==> src/rtl/load_store_unit.sv <==
// RV32I memory-access stage: issues one request/acknowledge bus transaction per
// load or store, formats store lanes and sign/zero-extends load results.
module load_store_unit #(
    parameter int unsigned ADDR_W = 32
) (
    input  logic              clk,
    input  logic              rst,
    input  logic              mem_read,
    input  logic              mem_write,
    input  logic [2:0]        funct3,
    input  logic [31:0]       alu_out,
    input  logic [31:0]       rs2_data,
    output logic              stall,
    output logic [31:0]       data_mem_out,
    output logic              access_err,
    output logic              mem_req,
    output logic              mem_we,
    output logic [ADDR_W-1:0] mem_addr,
    output logic [31:0]       mem_wdata,
    output logic [3:0]        mem_wmask,
    input  logic [31:0]       mem_rdata,
    input  logic              mem_ack
);

    typedef enum logic [1:0] {
        IDLE = 2'd0,
        REQ  = 2'd1,
        DONE = 2'd2
    } state_t;

    state_t            state_q, state_d;
    logic              req_q, req_d;
    logic              we_q, we_d;
    logic [ADDR_W-1:0] addr_q, addr_d;
    logic [31:0]       wdata_q, wdata_d;
    logic [3:0]        wmask_q, wmask_d;
    logic [31:0]       dout_q, dout_d;
    logic [2:0]        ld_f3_q, ld_f3_d;
    logic [1:0]        lane_q, lane_d;

    logic              access;
    logic              ld_f3_ok;
    logic              st_f3_ok;
    logic              misaligned;
    logic              illegal;
    logic [ADDR_W-1:0] addr_word;
    logic [31:0]       st_wdata;
    logic [3:0]        st_wmask;
    logic [31:0]       rd_shifted;
    logic [31:0]       ld_result;

    if (ADDR_W > 32) begin : g_addr_wide
        assign addr_word = {{(ADDR_W-32){1'b0}}, alu_out[31:2], 2'b00};
    end else begin : g_addr_narrow
        assign addr_word = {alu_out[ADDR_W-1:2], 2'b00};
    end

    // Access legality, evaluated only while IDLE
    always_comb begin
        access   = mem_read | mem_write;
        ld_f3_ok = 1'b0;
        st_f3_ok = 1'b0;
        unique case (funct3)
            3'b000, 3'b001, 3'b010: begin
                ld_f3_ok = 1'b1;
                st_f3_ok = 1'b1;
            end
            3'b100, 3'b101: ld_f3_ok = 1'b1;
            default: ;
        endcase
        misaligned = ((funct3[1:0] == 2'b01) && alu_out[0])
                   || ((funct3[1:0] == 2'b10) && (alu_out[1:0] != 2'b00));
        illegal = (mem_read && mem_write)
                || (mem_read && !ld_f3_ok)
                || (mem_write && !st_f3_ok)
                || misaligned;
    end

    always_comb begin
        st_wdata = rs2_data;
        st_wmask = 4'b1111;
        unique case (funct3[1:0])
            2'b00: begin
                st_wdata = {4{rs2_data[7:0]}};
                st_wmask = 4'b0001 << alu_out[1:0];
            end
            2'b01: begin
                st_wdata = {2{rs2_data[15:0]}};
                st_wmask = 4'b0011 << alu_out[1:0];
            end
            default: ;
        endcase
    end

    // Lane and extension come from values captured at issue, not live inputs
    always_comb begin
        rd_shifted = mem_rdata >> {lane_q, 3'b000};
        unique case (ld_f3_q)
            3'b000:  ld_result = {{24{rd_shifted[7]}}, rd_shifted[7:0]};
            3'b001:  ld_result = {{16{rd_shifted[15]}}, rd_shifted[15:0]};
            3'b100:  ld_result = {24'h000000, rd_shifted[7:0]};
            3'b101:  ld_result = {16'h0000, rd_shifted[15:0]};
            default: ld_result = mem_rdata;
        endcase
    end

    always_comb begin
        state_d    = state_q;
        req_d      = req_q;
        we_d       = we_q;
        addr_d     = addr_q;
        wdata_d    = wdata_q;
        wmask_d    = wmask_q;
        dout_d     = dout_q;
        ld_f3_d    = ld_f3_q;
        lane_d     = lane_q;
        stall      = 1'b0;
        access_err = 1'b0;

        unique case (state_q)
            IDLE: begin
                if (access) begin
                    if (illegal) begin
                        access_err = 1'b1;
                    end else begin
                        stall   = 1'b1;
                        state_d = REQ;
                        req_d   = 1'b1;
                        we_d    = mem_write;
                        addr_d  = addr_word;
                        wdata_d = mem_write ? st_wdata : '0;
                        wmask_d = mem_write ? st_wmask : '0;
                        ld_f3_d = funct3;
                        lane_d  = alu_out[1:0];
                    end
                end
            end
            REQ: begin
                stall = 1'b1;
                if (mem_ack) begin
                    req_d   = 1'b0;
                    state_d = DONE;
                    if (!we_q) begin
                        dout_d = ld_result;
                    end
                end
            end
            DONE: begin
                state_d = IDLE;
            end
            default: begin
                state_d = IDLE;
            end
        endcase
    end

    always_ff @(posedge clk) begin
        if (rst) begin
            state_q <= IDLE;
            req_q   <= 1'b0;
            we_q    <= 1'b0;
            addr_q  <= '0;
            wdata_q <= '0;
            wmask_q <= '0;
            dout_q  <= '0;
            ld_f3_q <= '0;
            lane_q  <= '0;
        end else begin
            state_q <= state_d;
            req_q   <= req_d;
            we_q    <= we_d;
            addr_q  <= addr_d;
            wdata_q <= wdata_d;
            wmask_q <= wmask_d;
            dout_q  <= dout_d;
            ld_f3_q <= ld_f3_d;
            lane_q  <= lane_d;
        end
    end

    assign mem_req      = req_q;
    assign mem_we       = we_q;
    assign mem_addr     = addr_q;
    assign mem_wdata    = wdata_q;
    assign mem_wmask    = wmask_q;
    assign data_mem_out = dout_q;

endmodule
==> config.mk <==
export PLATFORM = sky130hd
export DESIGN_NAME = load_store_unit
export DESIGN_NICKNAME = d
export VERILOG_FILES = /design/src/rtl/load_store_unit.sv
export SDC_FILE = /design/constraint.sdc
export NUM_CORES = 1
export LEC_CHECK = 0
export CORE_MARGIN = 2
export CORE_UTILIZATION = 30
export CTS_CLUSTER_SIZE = 25
export DETAILED_ROUTE_END_ITERATION = 10
export GPL_ROUTABILITY_DRIVEN = 0
export PLACE_DENSITY_LB_ADDON = 0.08
export SLEW_MARGIN = 0
export SYNTH_ARGS = -nofsm -noshare
export SYNTH_HDL_FRONTEND = slang
export SYNTH_SLANG_ARGS = --single-unit
==> constraint.sdc <==
create_clock -name clk -period 2.3 [get_ports clk]
set_clock_uncertainty 0.2 [all_clocks]
set_input_delay 0.345 -clock clk [delete_from_list [all_inputs] [get_ports clk]]
set_output_delay 0.345 -clock clk [all_outputs]
set_load 0.1 [all_outputs]
Word-level counts from Yosys, hierarchy flattened. Cells that the tools add are included.

Add/sub/neg operators: 0. $mul: 0. Divide/modulo/power cells: 0. Magnitude comparators: 0. Equality and inequality tests: 13. Shift-type cells: 3. Multiplexer cells: 21. Bitwise operators: 3. Reductions and logical operators: 23.

Operators by type and width (count): 32-bit one-hot mux with 4 select lines (1); 32-bit one-hot mux with 2 select lines (1); 32-bit two-way mux (1); 32-bit by 5-bit right shift with 16-bit output (1); 3-bit == test, second input constant (4); 1-bit two-way mux (10); 3-bit AND reduction (3); 4-bit one-hot mux with 2 select lines (1); 3-bit by 1-bit == test with 1-bit output, second input constant (2); 3-bit zero test (2); 2-bit two-way mux (3); 2-bit != test, second input constant (3); 1-bit logical AND (5); 5-bit OR reduction (1); 2-bit by 1-bit == test with 1-bit output, second input constant (2); 2-bit zero test (2); 1-bit logical OR (4); 4-bit two-way mux (1); 1-bit one-hot mux with 2 select lines (2); 2-bit one-hot mux with 2 select lines (1); 4-bit AND reduction (1); 2-bit nonzero test (2); 1-bit by 2-bit << shifter with 4-bit output, first input constant (1); 2-bit by 2-bit << shifter with 4-bit output, first input constant (1); other kinds (6) (8).

Register bits after elaboration: 107. Latch bits: 0. RAM bits: 0. ROM bits: 0. Input bits: 104. Output and inout bits: 104. Logic and storage cells: 72. Memories kept: 0.

Longest topological paths before layout. Gate-level depths: netlist (run 1).

Word-level depth: 11. Depth in mapped cells: 8. Depth with buffers taken out: 4.

Worst setup path before layout (run 1). Ideal clock, no wire load.

Kind: in2out. Start: input funct3[1]. End: output access_err. Arrival time: 2955 ps. Required time: 1755 ps. Setup slack: -1200 ps. Stages: 5. Path buffers: 1. Cell sequence: buf_2 > xor2_1 > and2_1 > nor3_1 > nor3_1.

Word-level cells in the longest chain between the ends: 11. Elaborated cells on any way between the ends: 24. Classes of those cells: 6 x eq/ne; 5 x mux; 13 x reduce/logical.

Ends and longest elaborated chain: start, declared (RTL line 10) `input logic [2:0] funct3,`; 3-bit by 1-bit == test with 1-bit output, or another cell as far along (RTL line 63) `unique case (funct3)`; 5-bit OR reduction (no source line); 1-bit two-way mux (RTL line 63); 1-bit zero test (RTL line 74) `|| (mem_read && !ld_f3_ok)`; 1-bit logical AND (RTL line 74); 1-bit logical OR (RTL line 74); 1-bit logical OR (RTL line 75) `|| (mem_write && !st_f3_ok)`; 1-bit logical OR * (RTL line 76) `|| misaligned;`; 1-bit two-way mux * (RTL line 123) `if (illegal) begin`; 1-bit two-way mux * (RTL line 122) `if (access) begin`; 1-bit two-way mux * (RTL line 120) `unique case (state_q)`; end, declared (RTL line 15) `output logic access_err,`.

Mark *: on every way between the ends. The rest lies on a longest branch, timed or not.

Worst setup path after layout (run 1).
Start: input funct3[1]. End: output stall.

Word-level cells in the longest chain between the ends: 11. Elaborated cells on any way between the ends: 24. Classes of those cells: 6 x eq/ne; 5 x mux; 13 x reduce/logical.

Ends and longest elaborated chain: 3-bit by 1-bit == test with 1-bit output, or another cell as far along (RTL line 63); 5-bit OR reduction (no source line); 1-bit two-way mux (RTL line 63); 1-bit zero test (RTL line 74); 1-bit logical AND (RTL line 74); 1-bit logical OR (RTL line 74); 1-bit logical OR (RTL line 75); 1-bit logical OR * (RTL line 76); 1-bit two-way mux * (RTL line 123); 1-bit two-way mux * (RTL line 122); 1-bit one-hot mux with 2 select lines * (RTL line 120); end, declared (RTL line 13) `output logic stall,`.

Marked as above.

==> results of run 1 <==
## worst min-delay path, stage by stage, from the launching register on
cell     delay, ns
dfxtp_1       0.31
nand2_1       0.05
a21oi_1       0.05
## layout make-up
class                           count  area [um^2]
Inverter                            2         7.51
Tap cell                          220          275
Multi-Input combinational cell    372         2670
Clock buffer                       11          253
Clock inverter                      4         26.3
Timing Repair Buffer              249         2210
Sequential cell                   107         2140
Fill cell                        1609         8880
## repair_timing
item	in CTS	in global routing
setup endpoints to repair	2	9
resized for setup	4	5
buffers inserted	2	0
pin swaps	4	1
## per-stage QoR
| step | util | instance area (um^2) |
|---|---|---|
| detailed placement | 0.442 | 7270 |
| finish | 0.460 | 7580 |
| global route | 0.460 | 7580 |
| floorplan | - | 5100 |
| CTS | 0.459 | 7560 |
| global placement | 0.442 | 7270 |
## per-layer routing
layer,vias up,global-route usage
met5,-,0
li1,2387,-
met2,132,0.290
met4,0,0.0491
met1,2279,0.221
met3,16,0.0571
## state kept, by name, summed over array words and instances, names as in the netlist
name / cells
ld_f3_q: 3
mem_wmask: 4
mem_wdata: 32
lane_q: 2
mem_addr: 30
mem_we: 1
data_mem_out: 32
mem_req: 1
state_q: 2
## power by group through the flow
stage,clock network (mW),registers (mW),logic (mW)
floorplan,0,2.75,0.542
global placement,0,2.07,1.78
detailed placement,0,2.07,1.78
CTS,1.56,2.03,1.79
global route,1.63,2.04,1.87
finish,1.50,2.02,1.78
## cell families (layout without fill, tap and decap cells)
kind of cell	count (synthesis)	after routing	synth area share
AO/OA/AOI/OAI	172	172	0.243
XOR/XNOR	1	1	0.00175
buffers and inverters	60	266	0.0557
flip-flops	107	107	0.428
multiplexers	43	43	0.0884
other	1	2	0.000749
AND/OR/NAND/NOR	154	154	0.183
## worst max-delay path by stage
stage	slack, ns	depth (start not counted)	endpoint
final	-0.001	6	stall
after global routing	-0.09	6	stall
after CTS	-0.04	5	stall
after detailed placement	-0.38	7	mem_wdata[6]
after global placement	-0.32	7	mem_wdata[1]
after floorplan	-0.16	7	stall
## layout by cell type, fill, tap and decap left out, drive strengths merged, types with 34 or more instances in the layout
| cell type | synthesis | routed |
|---|---|---|
| dfxtp | 107 | 107 |
| mux2i | 42 | 42 |
| a21oi | 40 | 40 |
| nand4b | 35 | 35 |
| nand2b | 37 | 37 |
| buf | 13 | 147 |
| nor2 | 34 | 34 |
| o21ai | 44 | 44 |
| o2bb2ai | 34 | 34 |
| clkdlybuf4s50 | 0 | 98 |
==> results_dict.tcl, run 1 <==
set metrics [dict create \
    syn_inst 538 \
    wl_per_cell_um 16.5 \
    drtIter0Drc 273 \
    critical_path.endpoint_type "output port" \
    dpl.cell_count 948 \
    worstReg2RegEnd "data_mem_out[19]" \
    swShare 0.376 \
    yosys-top-cells-count "dfxtp_1 (107), clkbuf_1 (45), o21ai_0 (44)" \
    overflow 0 \
    p_int_mw 3.31 \
    pwr-share-seq 0.381 \
    ys_seq_area_frac 0.428 \
    m1WireLength_um 7120 \
    slew_headroom 0.634 \
    cts_htree_levels 3 \
    core_um2 16500 \
    hold_path_class "flop to flop" \
    cts_buffers 9 \
    initial_core_util 0.304 \
    reg2reg_slack_ns 0.22 \
    crit_start "funct3[1]" \
    clock.fmax_ghz 0.435 \
    critPathRequiredTime_ns 1.75 \
    yosysWarnings 0 \
    whs_ns 0.252 \
    fin_ws_ns -0.00114 \
    finalHoldViolCount 0 \
    yosys.area.top_type_share 0.428 \
    setup_tns_ns -0.00114 \
    boundaryPins 208 \
    wl_um 15900 \
    cp_slowest_stage_delay_ns 0.43 \
    p_per_area_nw_per_um2 700 \
    clock_latency_ns 0.35 \
    grt_max_degree 75 \
    clockBufferDepth 2 \
    diodes 0 \
    antenna_found_initial 0 \
    r2r.worst_path.cells 5 \
    finalCritPeriodShare 1.00 \
    drive_above_1_share 0.255 \
    period_needed_ns 2.30 \
    fin_cells 965 \
    numClockSinks 107 \
    ys_top_cells_by_area "dfxtp_1 (43%), mux2i_1 (8.4%), nand4b_1 (6.1%)" \
    vdd.ir_drop.worst_mv 0.428 \
    grt_util_all_layers 0.176 \
    path_class "primary input to output port" \
    slew_violations 0 \
    critical_path.top_delay_family "compound AO/OA/AOI/OAI gates" \
    viasPerCell 4.99 \
    combinationalPowerShare 0.336 \
    pre_cts_ws_ns -0.381 \
    worstMarginPinSlew_ns 0.550 \
    r2r_start "lane_q[0]" \
    hpwl_um 11300 \
    status "finished with violations" \
    cts_tree "done" \
    whs_endpoint "data_mem_out[3]" \
    die_h_um 133 \
    hold_depth 2 \
    ant_nets 0 \
    path_clk_slew_ns 0.07 \
    num_rows 47 \
    p_total_mw 5.31 \
    cp-start-kind "primary input" \
    path_max_fanout 5 \
    rsz0062_at_grt "yes" \
    cp_slowest_cell "a2111oi_4" \
    nets 845 \
    drc 0 \
    die_width_um 133 \
    wl_met3_um 1010 \
    syn_area_um2 5010 \
    firstDrtPassIters 6 \
    hold_buffers 0 \
    synth_largest_area_cell "dfxtp_1" \
    grt_pass1_vias 4800 \
    synthDistinctLibCells 44 \
    vias 4814 \
    critPathBufInv 2 \
    routed.top_layer "met4" \
    leakagePower_nw 2.93 \
    p_clk_frac 0.283 \
    root_buffer "clkbuf_16" \
    synthFlopType "dfxtp_1" \
    dieArea_um2 17700 \
    yosysMostFrequentCell "dfxtp_1" \
    io_buffer_count 205 \
    p_sw_mw 2.00 \
    synth-edff-count 0 \
    met2RoutedLength_um 7540 \
    min_from "data_mem_out[3]" \
    grt_pass1_wl_um 25200 \
    finalSetupViolCount 1 \
    synth-seq-cells 107 \
    area_growth_pct 51.3 \
    async_reset_ff_frac 0 \
    cp.arrival_ns 1.76 \
    crit_path_cell_trace "dlygate4sd2_1 > and3b_2 > a2111oi_4 > a21oi_4 > nor2_4 > buf_12" \
    violations "setup timing" \
    drv_cap 0 \
    postSynthAreaPerCell_um2 9.31 \
]
(Power assumes the default switching activity.)
==> inputs of run 2 (changes only) <==
Settings changed: ABC_AREA set to 1, CORE_ASPECT_RATIO set to 0.8, CTS_CLUSTER_SIZE 25 to unset.
==> results_dict.tcl, run 2 <==
set metrics [dict create \
    status "complete, no violations" \
    root_buffer "clkbuf_16" \
    layout_common_cells "nand2_1 (208), buf_4 (131), dfxtp_1 (107)" \
    async_reset_ff_frac 0 \
    synthMuxAreaShare 0 \
    synth-seq-cells 107 \
    hold_path_class "primary input to flop" \
    drive_above_1_share 0.180 \
    synthDistinctLibCells 28 \
    cts_tree "done" \
    fillers 1848 \
    clock_latency_ns 0.35 \
    clock.fmax_ghz 0.445 \
    yosys.area.top_type_share 0.411 \
    grt_pass1_wl_um 27500 \
    busiest_layer "met1" \
    die_width_um 151 \
    die_h_um 122 \
    synthAdderAreaFrac 0 \
    min_from "alu_out[0]" \
    setup_tns_ns 0 \
    ys_seq_area_frac 0.411 \
    r2r_start "lane_q[1]" \
    synth-edff-count 0 \
    use_met3 0.0558 \
    critical_path.endpoint_type "output port" \
    drv_cap 0 \
    syn_inst 775 \
    drc 0 \
    hpwl_um 12900 \
    cp.arrival_ns 1.70 \
    overflow 0 \
    antenna_found_initial 0 \
    wl_per_cell_um 15.2 \
    yosysWarnings 0 \
    postSynthAreaPerCell_um2 6.72 \
    path_class "primary input to output port" \
    drtIter0Drc 249 \
    grt_pass1_vias 5092 \
    cp-start-kind "primary input" \
    cts_htree_levels 3 \
    worstReg2RegEnd "data_mem_out[6]" \
    viasPerCell 4.73 \
    syn_area_um2 5210 \
    area_growth_pct 46.2 \
    whs_ns 0.186 \
    slew_headroom 0.503 \
    r2r.worst_path.cells 5 \
    critPathRequiredTime_ns 1.75 \
    clockBufferDepth 2 \
    period_needed_ns 2.25 \
    yosysMostFrequentCell "nand2_1" \
    synth-simple-area-share 0.343 \
    ys_top_cells_by_area "dfxtp_1 (41%), nand2_1 (15%), a21oi_1 (8.4%)" \
    io_buffer_count 205 \
    initial_core_util 0.303 \
    gr-usage-met2 0.256 \
    mostFrequentLayoutCell "nand2_1" \
    num_rows 43 \
    slew_violations 0 \
    finalHoldViolCount 0 \
    wl_um 18100 \
    finalSetupViolCount 0 \
    fin_util 0.444 \
    synth_xor_area_frac 0 \
    path_max_fanout 4 \
    grt_max_degree 88 \
    nets 1065 \
    synth_top_family_by_area "simple AND/OR/NAND/NOR gates" \
    worstMarginPinSlew_ns 0.743 \
    leakagePower_nw 3.33 \
    crit_end "access_err" \
    place_area_um2 7310 \
    p_total_mw 5.50 \
    yosys-top-cells-count "nand2_1 (211), dfxtp_1 (107), a21oi_1 (87)" \
    p_per_area_nw_per_um2 723 \
    finalCritPeriodShare 0.976 \
    core_um2 17200 \
    vias 5638 \
    final_cell_area_um2 7620 \
    crit_start "funct3[2]" \
    boundaryPins 208 \
    grt_util_all_layers 0.190 \
    ant_nets 0 \
    dieArea_um2 18400 \
    vdd.ir_drop.worst_mv 0.392 \
    synthFlopType "dfxtp_1" \
    synth-compound-area-share 0.152 \
    synth_largest_area_cell "dfxtp_1" \
    use_met1 0.290 \
    firstDrtPassIters 5 \
    diodes 0 \
    numClockSinks 107 \
    path_clk_slew_ns 0.07 \
    cts_buffers 9 \
    reg2reg_slack_ns 0.51 \
]
-- run 2: changes by cell type after synthesis, sizes merged, moves of 11 or more --
cell     delta
a211oi     -17
a21oi      +48
buf        +21
clkbuf     -15
inv        +46
mux2i      -42
nand2     +187
nand2b     -37
nand3      +43
nand4      +67
nand4b     -35
nor2       +32
o21ai      +11
o2bb2ai    -34
-- run 2: worst max-delay path, stage by stage --
cell and delay (ns):
clkdlybuf4s50_1 0.52, inv_1 0.07, a21oi_2 0.18, nor2_4 0.07, buf_4 0.14, a21boi_4 0.17, buf_12 0.19
-- run 2: worst min-delay path by stage --
stage	to	slack [ns]	depth (start not counted)
after CTS	mem_addr[24]	0.27	2
after floorplan	ld_f3_q[2]	0.25	2
final	lane_q[0]	0.19	4
after detailed placement	mem_addr[22]	0.25	2
after global routing	lane_q[0]	0.22	4
after global placement	mem_addr[24]	0.25	2
-- run 2: area by class of cell --
cell class                      instances  area (um^2)  share of cell area
Sequential cell                       107         2140               0.281
Timing Repair Buffer                  238         2100               0.276
Inverter                               48          180              0.0237
Clock buffer                           11          243              0.0319
Tap cell                              225          282              0.0370
Clock inverter                          5         45.0             0.00591
Multi-Input combinational cell        557         2620               0.344
-- run 2: kinds of logic (layout without fill, tap and decap cells) --
group                  after synthesis  count (layout)
AOI/OAI and AO/OA                  153             153
buffers and inverters              112             302
DFF                                107             107
other                                1               2
and+or+nand+nor                    402             402
-- run 2: metrics by stage --
stage / std cells / setup WS [ns]
after global routing: 1191 / -0.00376
after global placement: 1174 / -0.0912
final: 1191 / 0.0542
after detailed placement: 1174 / -0.101
after floorplan: 776 / 0.0400
after CTS: 1190 / 0.0194
-- run 2: repair_timing --
action,in CTS,in global routing
resized for setup,2,5
pin swaps,0,2
buffers inserted,0,1
setup endpoints to repair,2,1
hold buffers,0,0
hold endpoints to repair,0,0
-- run 2: power by group --
part | total [mW] | leakage [nW] | switching (mW) | internal [mW]
clock | 1.55 | 0.139 | 0.768 | 0.785
combinational | 1.93 | 2.32 | 1.38 | 0.550
sequential | 2.02 | 0.871 | 0.0633 | 1.96
-- run 2: metal layers --
layer	up-vias	wire length, um
li1	2942	-
met1	2501	9160
met2	180	7280
met3	15	1400
met4	0	218
met5	-	0
==> inputs of run 3 (changes only) <==
Settings changed: GPL_ROUTABILITY_DRIVEN 0 to unset.
Clock period 2.3 ns to 2.4 ns, I/O delays scaled along.
==> results_dict.tcl, run 3 (synthesized netlist as in run 2, its figures left out) <==
set metrics [dict create \
    status "complete, no violations" \
    r2r.worst_path.cells 5 \
    ant_nets 0 \
    initial_core_util 0.303 \
    cp-start-kind "primary input" \
    grt_pass1_vias 4980 \
    vdd.ir_drop.worst_mv 0.377 \
    worstReg2RegEnd "data_mem_out[5]" \
    gp_congestion 0.854 \
    cp_slowest_cell "clkdlybuf4s50_1" \
    cts_tree "done" \
    numClockSinks 107 \
    clock_latency_ns 0.35 \
    vias 5619 \
    fin_util 0.444 \
    cp_slowest_stage_delay_ns 0.51 \
    viasPerCell 4.73 \
    mostFrequentLayoutCell "nand2_1" \
    crit_cells 9 \
    r2r_start "lane_q[1]" \
    area_growth_pct 46.4 \
    wl_um 17900 \
    cp.arrival_ns 1.76 \
    diodes 0 \
    root_buffer "clkbuf_16" \
    worst_path_most_repeated_cell "nand2_1" \
    boundaryPins 208 \
    critPathRequiredTime_ns 1.84 \
    path_max_fanout 6 \
    finalCritPeriodShare 0.966 \
    antenna_found_initial 0 \
    slew_violations 0 \
    critPathBufInv 3 \
    crit_end "stall" \
    firstDrtPassIters 4 \
    drive_above_1_share 0.175 \
    grt_util_all_layers 0.186 \
    leakagePower_nw 3.32 \
    rsz0062_at_grt "no" \
    drc 0 \
    grt_pass1_wl_um 27000 \
    io_buffer_count 205 \
    wl_per_cell_um 15.1 \
    p_per_area_nw_per_um2 701 \
    path_clk_slew_ns 0.08 \
    finalSetupViolCount 0 \
    crit_path_cell_trace "clkdlybuf4s50_1 > buf_6 > nor2_1 > nand2_1 > nand2_1 > nor2_4 > nand3_4 > nand2_2 > buf_12" \
    overflow 0 \
    num_rows 43 \
    reg2reg_slack_ns 0.54 \
    layout_common_cells "nand2_1 (210), buf_4 (124), dfxtp_1 (107)" \
    path_class "primary input to output port" \
    period_needed_ns 2.32 \
    finalHoldViolCount 0 \
    grt_max_degree 72 \
    drtIter0Drc 313 \
    setup_tns_ns 0 \
    min_from "rst" \
    die_h_um 122 \
    drv_cap 0 \
    core_um2 17200 \
    worstMarginPinSlew_ns 0.849 \
    die_width_um 151 \
    clock.fmax_ghz 0.431 \
    crit_start "funct3[1]" \
    slew_headroom 0.432 \
    dieArea_um2 18400 \
    critical_path.top_delay_family "buffers and inverters" \
    critical_path.endpoint_type "output port" \
    cts_buffers 9 \
    cts_htree_levels 3 \
    clockBufferDepth 2 \
    hold_path_class "primary input to flop" \
    hpwl_um 12700 \
    nets 1061 \
]
## run 3: cell types whose count changed in the layout (fill, tap and decap cells not counted), sizes merged
cell,delta
bufinv,+1
inv,-1
dlygate4sd2,-2
buf,-4
clkdlybuf4s50,+3
dlymetal6s2s,-1
## run 3: power by group
| part | leakage (nW) | internal, mW | switching (mW) |
|---|---|---|---|
| clock network | 0.147 | 0.846 | 0.706 |
| logic | 2.30 | 0.532 | 1.32 |
| registers | 0.871 | 1.88 | 0.0613 |
| total | 3.32 | 3.25 | 2.09 |
## run 3: worst min-delay path by stage
stage	end	slack [ns]	cells after the start
5_1_grt	data_mem_out[29]	0.25	4
3_3_place_gp	mem_addr[20]	0.25	2
2_1_floorplan	ld_f3_q[2]	0.25	2
4_1_cts	data_mem_out[22]	0.23	4
3_5_place_dp	mem_wmask[3]	0.25	2
6_report	data_mem_out[18]	0.24	4
## run 3: what timing repair did
item,CTS,global route
pin swaps,1,1
resized for setup,0,3
buffers inserted,1,0
hold buffers,0,0
setup endpoints to repair,1,1
## run 3: worst min-delay path: stages
cell and delay, ns:
buf_4 0.22, nor2_1 0.07, o21ai_0 0.06, inv_1 0.04
## run 3: area by class of cell
type	count	area, um^2
Tap cell	225	282
Clock inverter	5	60.1
Timing Repair Buffer	234	2100
Multi-Input combinational cell	557	2620
Fill cell	1807	9540
Sequential cell	107	2140
Inverter	48	180
Clock buffer	11	243
## run 3: metal layers
layer / routed length [um] / global-route usage / up-vias
li1: - / - / 2937
met1: 9270 / 0.285 / 2514
met2: 7210 / 0.249 / 154
met3: 1270 / 0.0558 / 14
met4: 193 / 0.0432 / 0
met5: 0 / 0 / -
## run 3: metrics by stage
| stage | worst slack [ns] | instance area [um^2] | hold WS, ns | power [mW] | cells |
|---|---|---|---|---|---|
| 4_1_cts | 0.00243 | 7610 | 0.232 | 5.40 | 1187 |
| 3_3_place_gp | 0.00646 | 7300 | 0.249 | 3.84 | 1170 |
| 2_1_floorplan | 0.125 | 5220 | 0.255 | 3.25 | 776 |
| 3_5_place_dp | 0.000910 | 7300 | 0.254 | 3.83 | 1170 |
| 5_1_grt | 0.00743 | 7620 | 0.248 | 5.58 | 1187 |
| 6_report | 0.0821 | 7620 | 0.235 | 5.34 | 1187 |
